[src/rtl/sdram_aref_if.sv]
// Handshake and command bus between the auto-refresh generator and its arbiter/init logic.
// The slave modport is the refresh generator; the master modport drives init_done and grants.
interface sdram_aref_if;
   logic        init_done;
   logic        ref_en;
   logic        ref_req;
   logic [3:0]  aref_cmd;
   logic [11:0] aref_addr;
   logic        ref_busy;
   logic        ref_end;
   logic        ref_overrun;

   modport master (
      output init_done, ref_en,
      input  ref_req, aref_cmd, aref_addr, ref_busy, ref_end, ref_overrun
   );

   modport slave (
      input  init_done, ref_en,
      output ref_req, aref_cmd, aref_addr, ref_busy, ref_end, ref_overrun
   );
endinterface

[src/rtl/sdram_aref.sv]
// Periodic SDRAM auto-refresh generator: counts refresh intervals after init, requests the bus,
// and on grant issues PRECHARGE-ALL then AUTO-REFRESH, pulsing ref_end when the bus is released.
module sdram_aref #(
   parameter int REF_PERIOD = 750,
   parameter int TRP_CYC    = 2,
   parameter int TRFC_CYC   = 4
) (
   input logic         sclk,
   input logic         rst,
   sdram_aref_if.slave bus
);

   localparam logic [3:0] CMD_NOP  = 4'b0111;
   localparam logic [3:0] CMD_PREC = 4'b0010;
   localparam logic [3:0] CMD_AREF = 4'b0001;

   localparam int CNT_W    = (REF_PERIOD > 2) ? $clog2(REF_PERIOD) : 1;
   localparam int WAIT_MAX = (TRP_CYC > TRFC_CYC) ? TRP_CYC : TRFC_CYC;
   localparam int WAIT_W   = $clog2(WAIT_MAX + 1);

   typedef enum logic [2:0] {
      IDLE = 3'd0,
      PRE  = 3'd1,
      TRP  = 3'd2,
      AREF = 3'd3,
      TRFC = 3'd4,
      DONE = 3'd5
   } state_t;

   state_t            state;
   state_t            state_next;
   logic [WAIT_W-1:0] wait_cnt;
   logic [WAIT_W-1:0] wait_next;
   logic [CNT_W-1:0]  period_cnt;
   logic [1:0]        debt;

   logic              tick;
   logic              grant;
   logic              fin;
   logic [3:0]        cmd_next;
   logic [11:0]       addr_next;

   assign tick = bus.init_done && (period_cnt == CNT_W'(REF_PERIOD - 1));

   // Next-state and next-output decode; outputs are registered from the state being entered.
   always_comb begin
      state_next = state;
      wait_next  = wait_cnt;
      grant      = 1'b0;
      fin        = 1'b0;
      unique case (state)
         IDLE: begin
            if (bus.ref_req && bus.ref_en) begin
               grant      = 1'b1;
               state_next = PRE;
            end
         end
         PRE: begin
            state_next = TRP;
            wait_next  = WAIT_W'(TRP_CYC - 1);
         end
         TRP: begin
            if (wait_cnt == '0) state_next = AREF;
            else                wait_next  = wait_cnt - WAIT_W'(1);
         end
         AREF: begin
            state_next = TRFC;
            wait_next  = WAIT_W'(TRFC_CYC - 1);
         end
         TRFC: begin
            if (wait_cnt == '0) begin
               state_next = DONE;
               fin        = 1'b1;
            end else begin
               wait_next  = wait_cnt - WAIT_W'(1);
            end
         end
         DONE:    state_next = IDLE;
         default: state_next = IDLE;
      endcase

      cmd_next  = CMD_NOP;
      addr_next = 12'h000;
      if (state_next == PRE) begin
         cmd_next  = CMD_PREC;
         addr_next = 12'h400;
      end else if (state_next == AREF) begin
         cmd_next  = CMD_AREF;
      end
   end

   always_ff @(posedge sclk) begin
      if (rst) begin
         state    <= IDLE;
         wait_cnt <= '0;
      end else begin
         state    <= state_next;
         wait_cnt <= wait_next;
      end
   end

   // The interval counter free-runs once init is done; servicing never re-phases it.
   always_ff @(posedge sclk) begin
      if (rst || !bus.init_done || tick) period_cnt <= '0;
      else                               period_cnt <= period_cnt + CNT_W'(1);
   end

   // Refresh debt: a tick and a completion on the same edge cancel out.
   always_ff @(posedge sclk) begin
      if (rst) begin
         debt            <= 2'd0;
         bus.ref_overrun <= 1'b0;
      end else if (!bus.init_done) begin
         debt            <= 2'd0;
      end else if (tick && !fin) begin
         if (debt == 2'd3) bus.ref_overrun <= 1'b1;
         else              debt            <= debt + 2'd1;
      end else if (fin && !tick && debt != 2'd0) begin
         debt            <= debt - 2'd1;
      end
   end

   always_ff @(posedge sclk) begin
      if (rst) begin
         bus.ref_req   <= 1'b0;
         bus.aref_cmd  <= CMD_NOP;
         bus.aref_addr <= 12'h000;
         bus.ref_busy  <= 1'b0;
         bus.ref_end   <= 1'b0;
      end else begin
         bus.ref_req   <= (state == IDLE) && (debt != 2'd0) && !grant;
         bus.aref_cmd  <= cmd_next;
         bus.aref_addr <= addr_next;
         bus.ref_busy  <= (state_next != IDLE);
         bus.ref_end   <= (state_next == DONE);
      end
   end

endmodule

[src/flat_wrapper.sv]
// flat-port wrapper written by rule: the top's interface ports become plain ports
module sdram_aref_flat 
#(
   parameter int REF_PERIOD = 750,
   parameter int TRP_CYC    = 2,
   parameter int TRFC_CYC   = 4
)
  (sclk, rst, bus_init_done, bus_ref_en, bus_ref_req, bus_aref_cmd, bus_aref_addr, bus_ref_busy, bus_ref_end, bus_ref_overrun);
  sdram_aref_if bus_i ();
  input logic sclk;
  input logic rst;
  input wire logic [$bits(bus_i.init_done)-1:0] bus_init_done;
  input wire logic [$bits(bus_i.ref_en)-1:0] bus_ref_en;
  output wire logic [$bits(bus_i.ref_req)-1:0] bus_ref_req;
  output wire logic [$bits(bus_i.aref_cmd)-1:0] bus_aref_cmd;
  output wire logic [$bits(bus_i.aref_addr)-1:0] bus_aref_addr;
  output wire logic [$bits(bus_i.ref_busy)-1:0] bus_ref_busy;
  output wire logic [$bits(bus_i.ref_end)-1:0] bus_ref_end;
  output wire logic [$bits(bus_i.ref_overrun)-1:0] bus_ref_overrun;
  assign bus_i.init_done = bus_init_done;
  assign bus_i.ref_en = bus_ref_en;
  assign bus_ref_req = bus_i.ref_req;
  assign bus_aref_cmd = bus_i.aref_cmd;
  assign bus_aref_addr = bus_i.aref_addr;
  assign bus_ref_busy = bus_i.ref_busy;
  assign bus_ref_end = bus_i.ref_end;
  assign bus_ref_overrun = bus_i.ref_overrun;
  sdram_aref #(.REF_PERIOD(REF_PERIOD), .TRP_CYC(TRP_CYC), .TRFC_CYC(TRFC_CYC)) u_core (.sclk(sclk), .rst(rst), .bus(bus_i));
endmodule
[config.mk]
export PLATFORM = sky130hd
export DESIGN_NAME = sdram_aref_flat
export DESIGN_NICKNAME = d
export VERILOG_FILES = /design/src/rtl/sdram_aref_if.sv /design/src/rtl/sdram_aref.sv /design/src/flat_wrapper.sv
export SDC_FILE = /design/constraint.sdc
export NUM_CORES = 1
export LEC_CHECK = 0
export CORE_UTILIZATION = 45
export DETAILED_ROUTE_END_ITERATION = 10
export DONT_BUFFER_PORTS = 1
export GPL_TIMING_DRIVEN = 0
export PLACE_DENSITY = 0.66
export SLEW_MARGIN = 10
export SYNTH_ARGS = -nofsm -noshare
export SYNTH_HDL_FRONTEND = slang
export SYNTH_SLANG_ARGS = --single-unit
[constraint.sdc]
create_clock -name sclk -period 1.8 [get_ports sclk]
set_input_delay 0.36 -clock sclk [delete_from_list [all_inputs] [get_ports sclk]]
set_output_delay 0.36 -clock sclk [all_outputs]
set_load 0.1 [all_outputs]
; After elaboration in Yosys (flattened, before gate mapping)
; Cells that the tools add are included.
[classes]
addsub = 4
bitwise_logic = 1
eq_ne = 11
reduce_logical = 25
mux = 16
[op_table]
columns = cell, count
row1 = 3-bit 2-to-1 mux, 6
row2 = 3-bit one-hot mux with 5 select lines, 1
row3 = 11-bit 2-to-1 mux, 1
row4 = "10-bit by 1-bit adder with 10-bit output, second input constant", 1
row5 = "10-bit == test, second input constant", 1
row6 = "3-bit by 2-bit == test with 1-bit output, second input constant", 3
row7 = 3-bit one-hot mux with 3 select lines, 1
row8 = 1-bit logical AND, 7
row9 = "3-bit by 1-bit == test with 1-bit output, second input constant", 2
row10 = "3-bit == test, second input constant", 2
row11 = 3-bit zero test, 2
row12 = 2-bit 2-to-1 mux, 3
row13 = 3-bit nonzero test, 2
row14 = 2-bit OR reduction, 3
row15 = 1-bit zero test, 4
row16 = 1-bit 2-to-1 mux, 4
row17 = "2-bit inequality test, second input constant", 2
row18 = 2-bit AND reduction, 2
row19 = 2-bit nonzero test, 2
row20 = 3-bit AND reduction, 1
row21 = "3-bit by 1-bit subtractor with 3-bit output, second input constant", 1
row22 = "2-bit by 1-bit adder with 2-bit output, second input constant", 1
row23 = "2-bit == test, second input constant", 1
row24 = 1-bit logical OR, 2
row25 = 2 further kinds, 2
[totals]
regBits = 38
out_inout_bits = 20

; Depth between registers and ports, before layout
; Gate-level depths: netlist of run 1.
[depth]
word_depth = 7
ltp_mapped = 7
depth_no_buf = 7

; Worst setup path before layout of run 1
; No wires, ideal clock.
[synth_timing]
path_type = flip-flop to flip-flop
startpoint = reg u_core.bus.ref_req
endpoint = reg u_core.bus.aref_cmd[0]
required_ns = 1.689
t_arrival_ns = 1.624
slack_ns = 0.066
n_path_buf = 0
stages_incl_launch_ff = 5
cell_sequence = dfxtp_1 -> a32oi_1 -> nor2_1 -> and2_1 -> inv_1
[synth_via]
elab_chain_len = 5
[synth_lines]
columns = item, line
row1 = "start, declared", sdram_aref_if.sv:20  ; output ref_req, aref_cmd, aref_addr, ref_busy, ref_end, ref_overrun
row2 = "start signal, assigned", sdram_aref.sv:131  ; bus.ref_req <= (state == IDLE) && (debt != 2'd0) && !grant;
row3 = 1-bit logical AND, sdram_aref.sv:53  ; if (bus.ref_req && bus.ref_en) begin
row4 = 3-bit 2-to-1 mux, sdram_aref.sv:53
row5 = 3-bit one-hot mux with 5 select lines, sdram_aref.sv:51  ; unique case (state)
row6 = 3-bit by 1-bit == test with 1-bit output, sdram_aref.sv:84  ; if (state_next == PRE) begin
row7 = 3-bit 2-to-1 mux, sdram_aref.sv:84
row8 = "end signal, assigned", sdram_aref.sv:132  ; bus.aref_cmd <= cmd_next;
row9 = "end, declared", sdram_aref_if.sv:20
; Every way passes these cells.
; A chain may end at the register's enable or synchronous reset.

; Worst setup path in the final report of run 1
[layout_timing]
startpoint = reg u_core.period_cnt[1]
endpoint = reg u_core.debt[0]
[layout_via]
elab_chain_len = 7
elab_cells_between_ends = 10
cone_classes = 2 x eq/ne / 1 x mux / 7 x reduce/logical
[layout_lines]
columns = item, line
row1 = "start, declared", sdram_aref.sv:34  ; logic [CNT_W-1:0] period_cnt;
row2 = "start signal, assigned", sdram_aref.sv:105  ; else period_cnt <= period_cnt + CNT_W'(1);
row3 = 10-bit == test (*), sdram_aref.sv:43  ; assign tick = bus.init_done && (period_cnt == CNT_W'(REF_PERIOD - 1));
row4 = 1-bit logical AND (*), sdram_aref.sv:43
row5 = 1-bit zero test, sdram_aref.sv:118  ; end else if (fin && !tick && debt != 2'd0) begin
row6 = 1-bit logical AND (2 in series), sdram_aref.sv:118
row7 = 2-bit nonzero test (no source line), -
row8 = 2-bit AND reduction (no source line), -
row9 = "end signal, assigned", sdram_aref.sv:117  ; else debt <= debt + 2'd1;
row10 = "end signal, assigned", sdram_aref.sv:119  ; debt <= debt - 2'd1;
row11 = "end, declared", sdram_aref.sv:35  ; logic [1:0] debt;
; Every way passes the cells marked *; elsewhere a longest branch is shown, timed or not.

==> results of run 1 <==
cell usage in the layout (no fill, tap or decap), drive strengths merged:
master   synthesis  routed
and2b            1       1
bufinv           0       1
a32oi            1       1
or3              1       1
ha               4       4
and2             1       1
o21ai            4       4
or3b             1       1
or2              1       1
mux2i            1       1
xnor2            5       5
dfxtp           26      26
nand4b           2       2
nand3            7       7
nand2b           3       3
o211a            1       1
buf             15      15
a21bo            1       1
nand2            9       9
nor4             4       4
a2111oi          1       1
inv              7       7
a31oi            1       1
nor2            19      19
nand3b           1       1
or4              1       1
nor3             5       5
a21oi            7       7
conb             1      12
and3             3       3
a21o             1       1
o22ai            1       1
clkbuf           2       5
xor2             5       5
cells by family after synthesis:
group / count (synthesis) / synth area share
AND/OR/NAND/NOR: 59 / 0.256
flip-flops: 26 / 0.410
buffers and inverters: 24 / 0.114
AO/OA/AOI/OAI: 18 / 0.0996
XOR/XNOR: 10 / 0.0690
adder cells (fa/ha/maj): 4 / 0.0394
other: 1 / 0.00296
multiplexers: 1 / 0.00789
final cells by class:
cell class	instances	area, µm²
Clock buffer	3	22.5
Buffer	17	119
Multi-Input combinational cell	104	652
Inverter	7	26.3
Clock inverter	1	30.0
Sequential cell	26	523
Tap cell	30	37.5
Fill cell	241	1160
flip-flops by register name, indices dropped and copies added (netlist names):
name                    count
u_core.bus.aref_addr        1
u_core.bus.ref_req          1
u_core.state                3
u_core.bus.ref_end          1
u_core.debt                 2
u_core.wait_cnt             3
u_core.period_cnt          10
u_core.bus.ref_overrun      1
u_core.bus.ref_busy         1
u_core.bus.aref_cmd         3
metrics by stage:
step,area [µm²],TNS (ns),hold slack [ns],utilization,instances
5_1_grt,1410,0,0.192,0.549,188
6_report,1410,0,0.206,0.549,188
2_1_floorplan,1310,0,0.441,-,154
4_1_cts,1400,0,0.183,0.546,188
3_5_place_dp,1350,-0.103,0.494,0.525,184
3_3_place_gp,1350,-0.0613,0.462,0.525,184
cells in the mapped netlist (2+ instances only):
| master | n |
|---|---|
| a21oi_1 | 7 |
| and3_1 | 3 |
| buf_2 | 2 |
| buf_4 | 12 |
| clkbuf_1 | 2 |
| dfxtp_1 | 26 |
| ha_1 | 4 |
| inv_1 | 7 |
| nand2_1 | 9 |
| nand2b_1 | 3 |
| nand3_1 | 6 |
| nand4b_1 | 2 |
| nor2_1 | 16 |
| nor2_4 | 2 |
| nor3_1 | 5 |
| nor4_1 | 4 |
| o21ai_0 | 4 |
| xnor2_1 | 5 |
| xor2_1 | 5 |
per-layer routing:
metal / track usage / vias up
met2: 0.211 / 38
met4: 0.0750 / 0
li1: - / 486
met3: 0.0246 / 4
met5: 0 / -
met1: 0.214 / 419
worst min path at each step:
| stage | slack (ns) | cells past startpoint | startpoint | to |
|---|---|---|---|---|
| 6_report | 0.21 | 2 | bus_ref_en | u_core.bus.ref_req$_SDFF_PP0_ |
| 3_5_place_dp | 0.49 | 1 | u_core.period_cnt[0]$_SDFF_PP0_ | u_core.period_cnt[0]$_SDFF_PP0_ |
| 3_3_place_gp | 0.46 | 1 | u_core.period_cnt[0]$_SDFF_PP0_ | u_core.period_cnt[0]$_SDFF_PP0_ |
| 4_1_cts | 0.18 | 2 | bus_ref_en | u_core.bus.ref_req$_SDFF_PP0_ |
| 2_1_floorplan | 0.44 | 1 | u_core.period_cnt[0]$_SDFF_PP0_ | u_core.period_cnt[0]$_SDFF_PP0_ |
| 5_1_grt | 0.19 | 2 | bus_ref_en | u_core.bus.ref_req$_SDFF_PP0_ |
power breakdown:
part	switching, mW	internal (mW)
combinational	0.124	0.0234
clock	0.171	0.225
sequential	0.00249	0.578
worst max-delay path, delay by kind of cell, from the launching register on:
kind,cells,cell delay [ns]
AOI/OAI and AO/OA,1,0.07
xor gates and xnor gates,1,0.18
adders and majority gates,1,0.13
buffers and inverters,1,0.06
DFF,1,0.36
muxes,1,0.13
and+or+nand+nor,2,0.68
repair_timing:
item,4_1_cts,5_1_grt
endpoints found under the setup margin,3,3
pin swaps,0,0
buffers inserted,0,0
gates resized for setup,1,2
hold buffers,0,0
==> impl_results.md, run 1 <==
* Outcome: finished clean
* Top Metal Used: met4
* IO buf count at 0
* Total CTS buffers at 3
* First-pass GRT wire length at ~3.2 mm
* RR Startpoint: u_core.period_cnt[1]$_SDFF_PP0_
* Routed WL at 2.00 mm
* Pre-antenna DRT Iters at 4
* Max Cap Viol at 0
* Num Clock Sinks at 26
* Post-DP HPWL at 1.50 mm
* Routability cong. at about 0.84
* Slew margin rel. at 0.353
* Worst-skew pair later-pin latency at ~0.32 ns
* R2R Setup Slk at between 0.1 and 0.15 ns
* Drt first-iter violations at 14
* Worst Hold Class: in -> reg
* WS Path Type: reg -> reg
* GRT Total Usage at 0.149
* CTS tree: yes
* Dominant synthesized flop cell: dfxtp_1
* Vias per Instance at around 5.0
* Layout cells sized above 1 at 0.215
* RSZ-0062 raised after global routing: false
* Gr ovfl total at 0
* Sequential cell area fraction in the yosys report at 0.410
* Worst-margin pin slew at just under 1 ns
* Clock Pin Slew Worst Setup and Hold Paths at roughly 0.14 ns
* VDD IR-drop max at roughly 0.49 mV
* Die area at ~3000 µm²
* Area leader, netlist: dfxtp_1
* DRC viols at 0
* Layout overhead on the synthesized area at 11.1%
* Initial Utilization at 0.494
* Core box area at about 2600 µm²
* Ratio of total power to cell area at between 700 and 800 nW/µm²
* Met1 Wirelength at 967 µm
* R2R Path End: u_core.debt[0]$_SDFFE_PP0P_
* Final nets at ~170
* Tmin final at ~1.7 ns
* Post-DRT Antenna Nets at 0
* CP endpoint: u_core.debt[0]$_SDFFE_PP0P_
* DR WL met2 at approximately 850 µm
* Worst Skew at between 0.0015 and 0.002 ns
* Initial antenna violation count at 0
* CP Capture Type: register
* Site Rows at 18
* H-tree depth at 1
* Endpoints failing setup at 0
* Overall power at 1.12 mW
* Worst setup startpoint: u_core.period_cnt[1]$_SDFF_PP0_
* Register bit count reported by yosys at 26
* Detail Route met3 WL at ~150 µm
* Vias at 947
* Synth top area share at 0.410
* Largest net degree at the start of global routing at 16
* Max stage delay on crit path at about 0.55 ns
* Synth unique cells at 38
* Worst setup SP type: register
* Final Cycle Share at 0.944
* Total inserted antenna cells at 0
* Synthesis warning total at 0
* Crit-path cells: inv_1 -> ha_1 -> nand4b_1 -> or4_4 -> xor2_1 -> mux2i_1 -> a21oi_1
* Post-Syn Area per Cell at 8.87 µm²
* I/O pin cnt at 24
* Max Fclk at 589 MHz
* Vias in the first global route at around 730
* Clock buffer depth at 2
* Cell area after synthesis at between 1000 and 1500 µm²
* EDFF count, synth at 0
* Required time of the critical path at just over 2 ns
* R2R cell count at 7
* Chip width at 55.1 µm
* Die H at around 55 µm
* Pins Over Slew Limit at 0
* Pleak at roughly 0.57 nW
* CP max FO at 4
* Asr flop ratio synth at 0
* Slowest cell on crit path: or4_4
* Main area contributors after synthesis: dfxtp_1, buf_4, nor2_1
* Drt wl/cell at around 11 µm
* Worst setup margin at approximately 0.10 ns
* Final Hold Viols at 0
* Clk root buf: clkbuf_4
* Arrival time worst endpoint at 1.93 ns
* Post-placement setup slack at -0.0931 ns
* Post-Synthesis Cells at ~140
Power figures use the tool's default switching activity.
==> run 2, diff against run 1 <==
--- a/config.mk
+++ b/config.mk
@@ -9,6 +9,7 @@
 export DETAILED_ROUTE_END_ITERATION = 10
 export DONT_BUFFER_PORTS = 1
 export GPL_TIMING_DRIVEN = 0
+export MAX_ROUTING_LAYER = met4
 export PLACE_DENSITY = 0.66
 export SLEW_MARGIN = 10
 export SYNTH_ARGS = -nofsm -noshare
==> run 2 against run 1 <==
  * Utilization did not move
  * Clock-buffer cell count did not move
  * Cell area did not move
  * Die area did not move
==> impl_results.md, run 2 (synthesis results as in run 1) <==
* DRC viols at 0 (unchanged)
* RSZ-0062 raised after global routing: false (unchanged)
* Layout cells sized above 1 at 0.215 (unchanged)
* Stages on the worst setup path at 7 (unchanged)
* I/O pin cnt at 24 (unchanged)
* Drt first-iter violations at 14 (unchanged)
* Crit-path leading delay family: simple AND/OR/NAND/NOR gates (unchanged)
* Vias in the first global route at 733 (was 732)
* Total inserted antenna cells at 0 (unchanged)
* Max Cap Viol at 0 (unchanged)
* First-pass GRT wire length at 3.21 mm (unchanged)
* Max Fclk at 589 MHz (about the same)
* Slew margin rel. at 0.353 (about the same)
* Post-DRT Antenna Nets at 0 (unchanged)
* Commonest non-fill, non-tap cell in the layout: dfxtp_1 (unchanged)
* Die H at 55.1 µm (unchanged)
* Post-placement setup slack at -0.0931 ns (unchanged)
* CP Capture Type: register (unchanged)
* Area of all sequential standard cells at 523 µm² (unchanged)
* Die area at 3040 µm² (unchanged)
* Worst setup margin at 0.101 ns (about the same)
* Worst-skew pair later-pin latency at 0.32 ns (about the same)
* Largest net degree at the start of global routing at 16 (unchanged)
* Worst setup startpoint: u_core.period_cnt[1]$_SDFF_PP0_ (unchanged)
* Total CTS buffers at 3 (unchanged)
* CP max FO at 4 (unchanged)
* VDD IR-drop max at 0.495 mV (about the same)
* Worst setup SP type: register (unchanged)
* Gr ovfl total at 0 (unchanged)
* Vias per Instance at 5.04 (unchanged)
* Worst Skew at 0.00170 ns (was 0.00166 ns)
* Max reg flops at 10 (unchanged)
* RR Startpoint: u_core.period_cnt[1]$_SDFF_PP0_ (unchanged)
* Worst Hold Class: in -> reg (unchanged)
* Num Clock Sinks at 26 (unchanged)
* GRT Total Usage at 0.153 (was 0.149)
* Placed insts at 184 (unchanged)
* Tmin final at 1.70 ns (about the same)
* Outcome: finished clean (unchanged)
* IO buf count at 0 (unchanged)
* Core box area at 2570 µm² (unchanged)
* CTS Hold Bufs at 0 (unchanged)
* Ratio of total power to cell area at 797 nW/µm² (about the same)
* Initial antenna violation count at 0 (unchanged)
* Multi-input logic area at 652 µm² (unchanged)
* Required time of the critical path at 2.03 ns (about the same)
* Arrival time worst endpoint at 1.93 ns (about the same)
* Area after DPL at 1350 µm² (unchanged)
* Worst-margin pin slew at 0.970 ns (about the same)
* Fillers at 241 (unchanged)
* Post-DP HPWL at 1.50 mm (unchanged)
* Max stage delay on crit path at 0.55 ns (about the same)
* Pins Over Slew Limit at 0 (unchanged)
* Post-route insts no fill at 188 (unchanged)
* CP endpoint: u_core.debt[0]$_SDFFE_PP0P_ (unchanged)
* WS Path Type: reg -> reg (unchanged)
* Pleak at 0.572 nW (unchanged)
* CTS tree: yes (unchanged)
* Chip width at 55.1 µm (unchanged)
* Clock buffer depth at 2 (unchanged)
* Most frequent cells in the layout: dfxtp_1, nor2_1, buf_4, conb_1, nand2_1 (unchanged)
* R2R Path End: u_core.debt[0]$_SDFFE_PP0P_ (unchanged)
* Layout overhead on the synthesized area at 11.1% (unchanged)
* Final Hold Viols at 0 (unchanged)
* Final Instance Area at 1410 µm² (unchanged)
* Min-Delay Path Depth at 2 (unchanged)
* Setup bufs post-CTS at 0 (unchanged)
* Routability cong. at 0.855 (was 0.842)
* R2R cell count at 7 (unchanged)
* Routed WL at 2.00 mm (unchanged)
* Final nets at 167 (unchanged)
* Vias at 947 (unchanged)
* H-tree depth at 1 (unchanged)
* Critical path buffer and inverter count at 1 (unchanged)
* Drt wl/cell at 10.7 µm (unchanged)
* Pre-antenna DRT Iters at 4 (unchanged)
* Initial Utilization at 0.494 (unchanged)
* Clock Pin Slew Worst Setup and Hold Paths at 0.14 ns (about the same)
* Endpoints failing setup at 0 (unchanged)
* Slowest cell on crit path: or4_4 (unchanged)
* Site Rows at 18 (unchanged)
* R2R Setup Slk at 0.10 ns (about the same)
* Clk root buf: clkbuf_4 (unchanged)
* Biggest register: u_core.period_cnt (unchanged)
* Crit-path cells: inv_1 -> ha_1 -> nand4b_1 -> or4_4 -> xor2_1 -> mux2i_1 -> a21oi_1 (unchanged)
* Final Cycle Share at 0.944 (about the same)
-- run 2: cell counts in the layout (fill, tap and decap cells not counted) --
No cell type changed its count.
-- run 2: metal layers --
metal | global-route usage | vias to the layer above | wire length (µm) | part of all wire
met2 | 0.211 | 38 | 850 | 0.42
met3 | 0.0246 | 4 | 152 | 0.076
li1 | - | 486 | - | -
met4 | 0.0750 | 0 | 34 | 0.017
met5 | - | - | 0 | 0
met1 | 0.214 | 419 | 967 | 0.48
-- run 2: cell type report --
cell class | instances | area share
Buffer | 17 | 0.0843
Clock buffer | 3 | 0.0160
Clock inverter | 1 | 0.0213
Inverter | 7 | 0.0186
Multi-Input combinational cell | 104 | 0.462
Sequential cell | 26 | 0.371
Tap cell | 30 | 0.0266
-- run 2: repair_timing --
action	4_1_cts	5_1_grt
gates cloned	0	0
setup endpoints to repair	3	3
gates resized for setup	1	2
-- run 2: how the worst min path moves through the flow --
stage / from / end
finish: bus_ref_en / u_core.bus.ref_req$_SDFF_PP0_
global route: bus_ref_en / u_core.bus.ref_req$_SDFF_PP0_
CTS: bus_ref_en / u_core.bus.ref_req$_SDFF_PP0_
detailed placement: u_core.period_cnt[0]$_SDFF_PP0_ / u_core.period_cnt[0]$_SDFF_PP0_
global placement: u_core.period_cnt[0]$_SDFF_PP0_ / u_core.period_cnt[0]$_SDFF_PP0_
floorplan: u_core.period_cnt[0]$_SDFF_PP0_ / u_core.period_cnt[0]$_SDFF_PP0_
-- run 2: power by group --
group,leakage [nW],internal [mW],switching [mW]
sequential,0.211,0.578,0.00250
combinational,0.333,0.0234,0.124
clock,0.0279,0.225,0.171
-- run 2: stage by stage --
step / power, mW / hold WS, ns / util / setup TNS (ns)
CTS: 1.14 / 0.183 / 0.546 / 0
floorplan: 0.734 / 0.441 / - / 0
global route: 1.16 / 0.192 / 0.549 / 0
detailed placement: 0.739 / 0.494 / 0.525 / -0.103
finish: 1.12 / 0.206 / 0.549 / 0
global placement: 0.739 / 0.462 / 0.525 / -0.0613
